[config.mk]
export PLATFORM = sky130hd
export DESIGN_NAME = regfile_seq_flat
export DESIGN_NICKNAME = d
export VERILOG_FILES = /design/src/rtl/regfile_seq_if.sv /design/src/rtl/regfile_seq.sv /design/src/flat_wrapper.sv
export SDC_FILE = /design/constraint.sdc
export NUM_CORES = 1
export LEC_CHECK = 0
export ABC_AREA = 1
export BUFFER_PORTS_ARGS = -buffer_cell sky130_fd_sc_hd__buf_2
export CAP_MARGIN = 15
export CORE_ASPECT_RATIO = 1.75
export CORE_MARGIN = 2
export CORE_UTILIZATION = 50
export DETAILED_ROUTE_END_ITERATION = 7
export GPL_ROUTABILITY_DRIVEN = 0
export HOLD_SLACK_MARGIN = 0.1
export MAX_ROUTING_LAYER = met4
export PLACE_DENSITY_LB_ADDON = 0.25
export SYNTH_ARGS = -nofsm -noshare
export SYNTH_HDL_FRONTEND = slang
export SYNTH_SLANG_ARGS = --single-unit
[constraint.sdc]
create_clock -name clk -period 5 [get_ports clk]
set_input_delay 0 -clock clk [delete_from_list [all_inputs] [get_ports clk]]
set_output_delay 0 -clock clk [all_outputs]
set_load 0.01 [all_outputs]
[src/rtl/regfile_seq_if.sv]
// Control link between decode logic (master) and the register-file sequencer (slave).
// The master issues instructions; the slave returns register-file and ALU controls.
interface regfile_seq_if #(
    parameter int SIZE = 32,
    parameter int AW   = 5
);
    logic            start;
    logic [1:0]      op;
    logic [AW-1:0]   rx;
    logic [AW-1:0]   ry;
    logic [SIZE-1:0] sel;
    logic [SIZE-1:0] sel2;
    logic            is_in;
    logic [1:0]      bus_src;
    logic            g_load;
    logic            alu_sub;
    logic            busy;
    logic            done;
    logic            err;

    modport master (
        output start, op, rx, ry,
        input  sel, sel2, is_in, bus_src, g_load, alu_sub, busy, done, err
    );

    modport slave (
        input  start, op, rx, ry,
        output sel, sel2, is_in, bus_src, g_load, alu_sub, busy, done, err
    );
endinterface

[src/rtl/regfile_seq.sv]
// Multi-cycle MV/MVI/ADD/SUB sequencer for a one-hot-selected register file.
// Every control output is registered from the next state and next latched fields.
module regfile_seq #(
    parameter int SIZE = 32,
    parameter int AW   = 5
) (
    input  logic          clk,
    input  logic          reset,
    regfile_seq_if.slave  ctrl
);

    typedef enum logic [2:0] {
        IDLE = 3'd0,
        MV   = 3'd1,
        MVI  = 3'd2,
        EXEC = 3'd3,
        WB   = 3'd4,
        DONE = 3'd5
    } state_e;

    state_e          state_q, state_d;
    logic [1:0]      op_q, op_d;
    logic [AW-1:0]   rx_q, rx_d;
    logic [AW-1:0]   ry_q, ry_d;

    logic [SIZE-1:0] sel_q, sel_d;
    logic [SIZE-1:0] sel2_q, sel2_d;
    logic            is_in_q, is_in_d;
    logic [1:0]      bus_src_q, bus_src_d;
    logic            g_load_q, g_load_d;
    logic            alu_sub_q, alu_sub_d;
    logic            busy_q, busy_d;
    logic            done_q, done_d;
    logic            err_q, err_d;

    // Out-of-range indices match no bit, so the select stays all-zero.
    function automatic logic [SIZE-1:0] onehot(input logic [AW-1:0] idx);
        logic [SIZE-1:0] v;
        v = '0;
        for (int i = 0; i < SIZE; i++) begin
            if (idx == AW'(i)) v[i] = 1'b1;
        end
        return v;
    endfunction

    function automatic logic outOfRange(input logic [AW-1:0] idx);
        return int'(idx) >= SIZE;
    endfunction

    always_comb begin
        state_d = state_q;
        op_d    = op_q;
        rx_d    = rx_q;
        ry_d    = ry_q;
        unique case (state_q)
            IDLE: begin
                if (ctrl.start) begin
                    op_d = ctrl.op;
                    rx_d = ctrl.rx;
                    ry_d = ctrl.ry;
                    unique case (ctrl.op)
                        2'b00:   state_d = MV;
                        2'b01:   state_d = MVI;
                        default: state_d = EXEC;
                    endcase
                end
            end
            MV, MVI, WB: state_d = DONE;
            EXEC:        state_d = WB;
            DONE:        state_d = IDLE;
            default:     state_d = IDLE;
        endcase
    end

    always_comb begin
        sel_d     = '0;
        sel2_d    = '0;
        is_in_d   = 1'b0;
        bus_src_d = 2'b00;
        g_load_d  = 1'b0;
        alu_sub_d = 1'b0;
        busy_d    = (state_d != IDLE);
        done_d    = 1'b0;
        err_d     = 1'b0;
        unique case (state_d)
            MV: begin
                sel_d     = onehot(rx_d);
                sel2_d    = onehot(ry_d);
                bus_src_d = 2'b01;
                is_in_d   = 1'b1;
            end
            MVI: begin
                sel_d     = onehot(rx_d);
                bus_src_d = 2'b10;
                is_in_d   = 1'b1;
            end
            EXEC: begin
                sel_d     = onehot(rx_d);
                sel2_d    = onehot(ry_d);
                g_load_d  = 1'b1;
                alu_sub_d = op_d[0];
            end
            WB: begin
                sel_d     = onehot(rx_d);
                bus_src_d = 2'b11;
                is_in_d   = 1'b1;
                alu_sub_d = op_d[0];
            end
            DONE: begin
                done_d = 1'b1;
                // MVI has no second operand, so its ry is never checked.
                err_d  = outOfRange(rx_d) || ((op_d != 2'b01) && outOfRange(ry_d));
            end
            default: ;
        endcase
    end

    always_ff @(posedge clk or negedge reset) begin
        if (!reset) begin
            state_q   <= IDLE;
            op_q      <= '0;
            rx_q      <= '0;
            ry_q      <= '0;
            sel_q     <= '0;
            sel2_q    <= '0;
            is_in_q   <= 1'b0;
            bus_src_q <= 2'b00;
            g_load_q  <= 1'b0;
            alu_sub_q <= 1'b0;
            busy_q    <= 1'b0;
            done_q    <= 1'b0;
            err_q     <= 1'b0;
        end else begin
            state_q   <= state_d;
            op_q      <= op_d;
            rx_q      <= rx_d;
            ry_q      <= ry_d;
            sel_q     <= sel_d;
            sel2_q    <= sel2_d;
            is_in_q   <= is_in_d;
            bus_src_q <= bus_src_d;
            g_load_q  <= g_load_d;
            alu_sub_q <= alu_sub_d;
            busy_q    <= busy_d;
            done_q    <= done_d;
            err_q     <= err_d;
        end
    end

    assign ctrl.sel     = sel_q;
    assign ctrl.sel2    = sel2_q;
    assign ctrl.is_in   = is_in_q;
    assign ctrl.bus_src = bus_src_q;
    assign ctrl.g_load  = g_load_q;
    assign ctrl.alu_sub = alu_sub_q;
    assign ctrl.busy    = busy_q;
    assign ctrl.done    = done_q;
    assign ctrl.err     = err_q;

endmodule

[src/flat_wrapper.sv]
// flat-port wrapper written by rule: the top's interface ports become plain ports
module regfile_seq_flat 
#(
    parameter int SIZE = 32,
    parameter int AW   = 5
)
  (clk, reset, ctrl_start, ctrl_op, ctrl_rx, ctrl_ry, ctrl_sel, ctrl_sel2, ctrl_is_in, ctrl_bus_src, ctrl_g_load, ctrl_alu_sub, ctrl_busy, ctrl_done, ctrl_err);
  regfile_seq_if #(.SIZE(SIZE), .AW(AW)) ctrl_i ();
  input  logic clk;
  input  logic reset;
  input wire logic [$bits(ctrl_i.start)-1:0] ctrl_start;
  input wire logic [$bits(ctrl_i.op)-1:0] ctrl_op;
  input wire logic [$bits(ctrl_i.rx)-1:0] ctrl_rx;
  input wire logic [$bits(ctrl_i.ry)-1:0] ctrl_ry;
  output wire logic [$bits(ctrl_i.sel)-1:0] ctrl_sel;
  output wire logic [$bits(ctrl_i.sel2)-1:0] ctrl_sel2;
  output wire logic [$bits(ctrl_i.is_in)-1:0] ctrl_is_in;
  output wire logic [$bits(ctrl_i.bus_src)-1:0] ctrl_bus_src;
  output wire logic [$bits(ctrl_i.g_load)-1:0] ctrl_g_load;
  output wire logic [$bits(ctrl_i.alu_sub)-1:0] ctrl_alu_sub;
  output wire logic [$bits(ctrl_i.busy)-1:0] ctrl_busy;
  output wire logic [$bits(ctrl_i.done)-1:0] ctrl_done;
  output wire logic [$bits(ctrl_i.err)-1:0] ctrl_err;
  assign ctrl_i.start = ctrl_start;
  assign ctrl_i.op = ctrl_op;
  assign ctrl_i.rx = ctrl_rx;
  assign ctrl_i.ry = ctrl_ry;
  assign ctrl_sel = ctrl_i.sel;
  assign ctrl_sel2 = ctrl_i.sel2;
  assign ctrl_is_in = ctrl_i.is_in;
  assign ctrl_bus_src = ctrl_i.bus_src;
  assign ctrl_g_load = ctrl_i.g_load;
  assign ctrl_alu_sub = ctrl_i.alu_sub;
  assign ctrl_busy = ctrl_i.busy;
  assign ctrl_done = ctrl_i.done;
  assign ctrl_err = ctrl_i.err;
  regfile_seq #(.SIZE(SIZE), .AW(AW)) u_core (.clk(clk), .reset(reset), .ctrl(ctrl_i));
endmodule
==> summary.md <==
| Metric | Value |
|---|---|
| Largest net degree at the start of global routing | 86 |
| Root buffer cell | clkbuf_16 |
| Count of final max-slew check failures | 0 |
| Yosys reg bits | 85 |
| Number of DRC violations after detailed-routing iteration 0 | 167 |
| Number of primary I/O pins | 87 |
| DRC errors left | 0 |
| Initial antenna violation count | 0 |
| Floorplan row count | 39 |
| Number of global-route vias before repair | 2431 |
| Worst slew margin | 32.8% |
| Count of antenna diodes in the layout | 0 |
| Sinks on Clock Net | 85 |
| Worst reg2reg setup slack | 2930 ps |
| Startpoint-to-endpoint class of the critical path | reg -> reg |
| Portion of the post-synthesis area used by sequential elements | 62.3% |
| Hold-critical path depth | 4 |
| Insertion delay of the later-clocked pin in the worst-skew pair | 330 ps |
| Average wire length per cell after detail routing | 11.9 µm |
| Die outline area | 7530 µm² |
| Tcrit/Tclk final | 41.4% |
| Final min period | 2070 ps |
| Async set-or-reset flop fraction in the synthesized netlist | 100% |
| Number of levels the H-tree was split into | 3 |
| Setup repair after global routing missed its margin | false |
| First-pass GRT wire length | 11.0 mm |
| Static leakage power | 2.66 nW |
| Core Region | 6590 µm² |
| Number of cell instances on the worst register-to-register path | 8 |
| Syn Nets | 401 |
| Worst min path class | in -> reg |
| Via count | 2617 |
| Most used flip-flop cell after synthesis | dfrtp_1 |
| Hpwl dp | 4.92 mm |
| Clock transition at the register clock pins on the worst setup and hold paths after CTS | 60 ps |
| Data arrival at the endpoint of the critical path | 2290 ps |
| Total GRT Usage | 20.2% |
| Most frequently used cell type in the post-synthesis netlist | nand2_1 |
| Number of distinct standard cells referenced by the synthesized netlist | 23 |
| Proportion of netlist area held by the largest area contributor | 62.3% |
| Average vias per placed instance | 4.59 |
| Beginning of the worst register-to-register path | u_core.state_q[1]$_DFF_PN0_ |
| Sum of negative setup slack | 0 ps |
| Mapped Area | 3420 µm² |
| Critical path startpoint category | register |
| Maximum clock frequency | 483 MHz |
| Die extent in x | 66.5 µm |
| Maximum fanout encountered on the critical timing path | 32 |
| Buffers added on ports | 85 |
| Count of synthesis-stage warnings from yosys | 0 |
| Final Net Count | 499 |
| Worst-margin pin slew | 1010 ps |
| Avg Cell Area, Syn | 8.85 µm² |
| Worst Min Path Start | ctrl_start |
| Total of endpoints with negative setup slack in the final report | 0 |
| WP data required | 5220 ps |
| Number of instances in the synthesized netlist | 386 |
| Clock tree from TritonCTS | yes |
| Number of enable-type register cells in the synthesized netlist | 0 |
| Most numerous cell types in the synthesized netlist | nand2_1, dfrtp_1, nor2_1, inv_1, nor2_2 |
| Cell accounting for the most synthesized area | dfrtp_1 |
| Residual overflow from global routing | 0 |
| Total count of hold-check failures in the final report | 0 |
| Cell area power density | 524 nW/µm² |
| Top area cells in the synthesized netlist | dfrtp_1, nand2_1, nor2_1 |
| R2r endpoint | u_core.ctrl.sel[4]$_DFF_PN0_ |
| Number of buffers on the longest clock path | 2 |
| Number of buffers inserted during clock tree synthesis | 9 |
| Area growth from synthesis to final layout | 25.4% |
| Total power after layout | 2.25 mW |
| Hold path endpoint | u_core.ctrl.g_load$_DFF_PN0_ |
| Initial Utilization | 51.9% |
| Result of the run | complete, no violations |
| Routed Antenna Nets | 0 |
| Fraction of final layout cells sized beyond drive strength 1 | 25.0% |
| Crit end category | register |
| Maximum clock skew at final layout | 4.33 ps |
| Worst supply voltage drop on vdd | 345 µV |
| Pre-antenna DRT Iters | 4 |
| Final WL | 6.80 mm |
| # Max-Cap Violations | 0 |
| Die H | 113 µm |
[placed cells by master, fill, tap and decap left out, types with 2 or more instances in the layout]
cell type,count
nand3_1,3
dlygate4sd3_1,12
dfrtp_1,85
nand2_1,120
buf_2,84
nand4_1,6
inv_1,57
nand3_2,2
nor2_1,76
clkbuf_1,2
o21ai_2,4
nor2_2,7
o21ai_0,3
inv_2,4
clkbuf_16,9
[power by group]
part,internal [mW],switching [mW]
logic,0.199,0.562
clock network,0.399,0.247
registers,0.793,0.0460
[repair_timing]
| action | CTS | global route |
|---|---|---|
| endpoints found under the hold margin | 99 | 0 |
| setup buffers | 0 | 0 |
| hold buffers | 12 | 0 |
| setup endpoints to repair | 0 | 0 |
| gates resized for setup | 0 | 0 |
[routing by layer]
layer | track usage [%] | up-vias | part of all wire, %
met5 | - | - | 0
met4 | 9.25 | 0 | 2.1
met2 | 35.8 | 84 | 55
met3 | 4.47 | 13 | 4.9
met1 | 20.4 | 1199 | 38
li1 | - | 1321 | -
[flip-flops by register name, indices dropped and copies added (netlist names)]
signal               flops
u_core.state_q           3
u_core.ctrl.g_load       1
u_core.op_q              1
u_core.ctrl.sel2        32
u_core.ry_q              5
u_core.ctrl.done         1
u_core.rx_q              5
u_core.ctrl.alu_sub      1
u_core.ctrl.bus_src      2
u_core.ctrl.busy         1
u_core.ctrl.is_in        1
u_core.ctrl.sel         32
[per-stage QoR]
step,std cells,hold slack (ps),setup WS [ps],area (µm²),util (%)
2_1_floorplan,386,-296,3440,3420,-
3_3_place_gp,543,224,3040,3870,58.8
3_5_place_dp,543,236,2940,3870,58.8
4_1_cts,570,161,2930,4280,65.0
5_1_grt,570,228,2710,4280,65.0
6_report,570,175,2930,4280,65.0
[area by class of cell]
type                       instances  area, µm²
clock buffer                      12        246
clock inverter                     3       46.3
fill                             541       2300
inverter                          63        240
multi-input combinational        228        973
sequential                        85       2130
tap                               82        103
timing repair buffer              97        548
[worst max-delay path by stage]
stage / to / cells after the start / start / slack, ps
2_1_floorplan: u_core.ctrl.sel[28]$_DFF_PN0_ / 9 / u_core.state_q[1]$_DFF_PN0_ / 3440
3_3_place_gp: u_core.ctrl.sel[22]$_DFF_PN0_ / 8 / u_core.state_q[1]$_DFF_PN0_ / 3040
3_5_place_dp: u_core.ctrl.sel[8]$_DFF_PN0_ / 8 / u_core.state_q[1]$_DFF_PN0_ / 2940
4_1_cts: u_core.ctrl.sel[8]$_DFF_PN0_ / 8 / u_core.state_q[1]$_DFF_PN0_ / 2930
5_1_grt: u_core.ctrl.sel[8]$_DFF_PN0_ / 8 / u_core.state_q[2]$_DFF_PN0_ / 2710
6_report: u_core.ctrl.sel[4]$_DFF_PN0_ / 8 / u_core.state_q[1]$_DFF_PN0_ / 2930
[worst max-delay path, cell delays in order, from the launching register on]
cell	delay [ps]
dfrtp_1	430
nor2_4	240
nand2_4	120
nand2_1	140
nand2_1	90
nand3_1	160
nand3_2	480
nand2_1	230
inv_1	60
[cell families after synthesis]
| group | Yosys count | synth area share, % |
|---|---|---|
| other | 1 | 0.110 |
| flip-flops | 85 | 62.3 |
| AND/OR/NAND/NOR | 218 | 26.3 |
| AO/OA/AOI/OAI | 9 | 2.09 |
| buffers and inverters | 73 | 9.23 |
(Power assumes the default switching activity.)
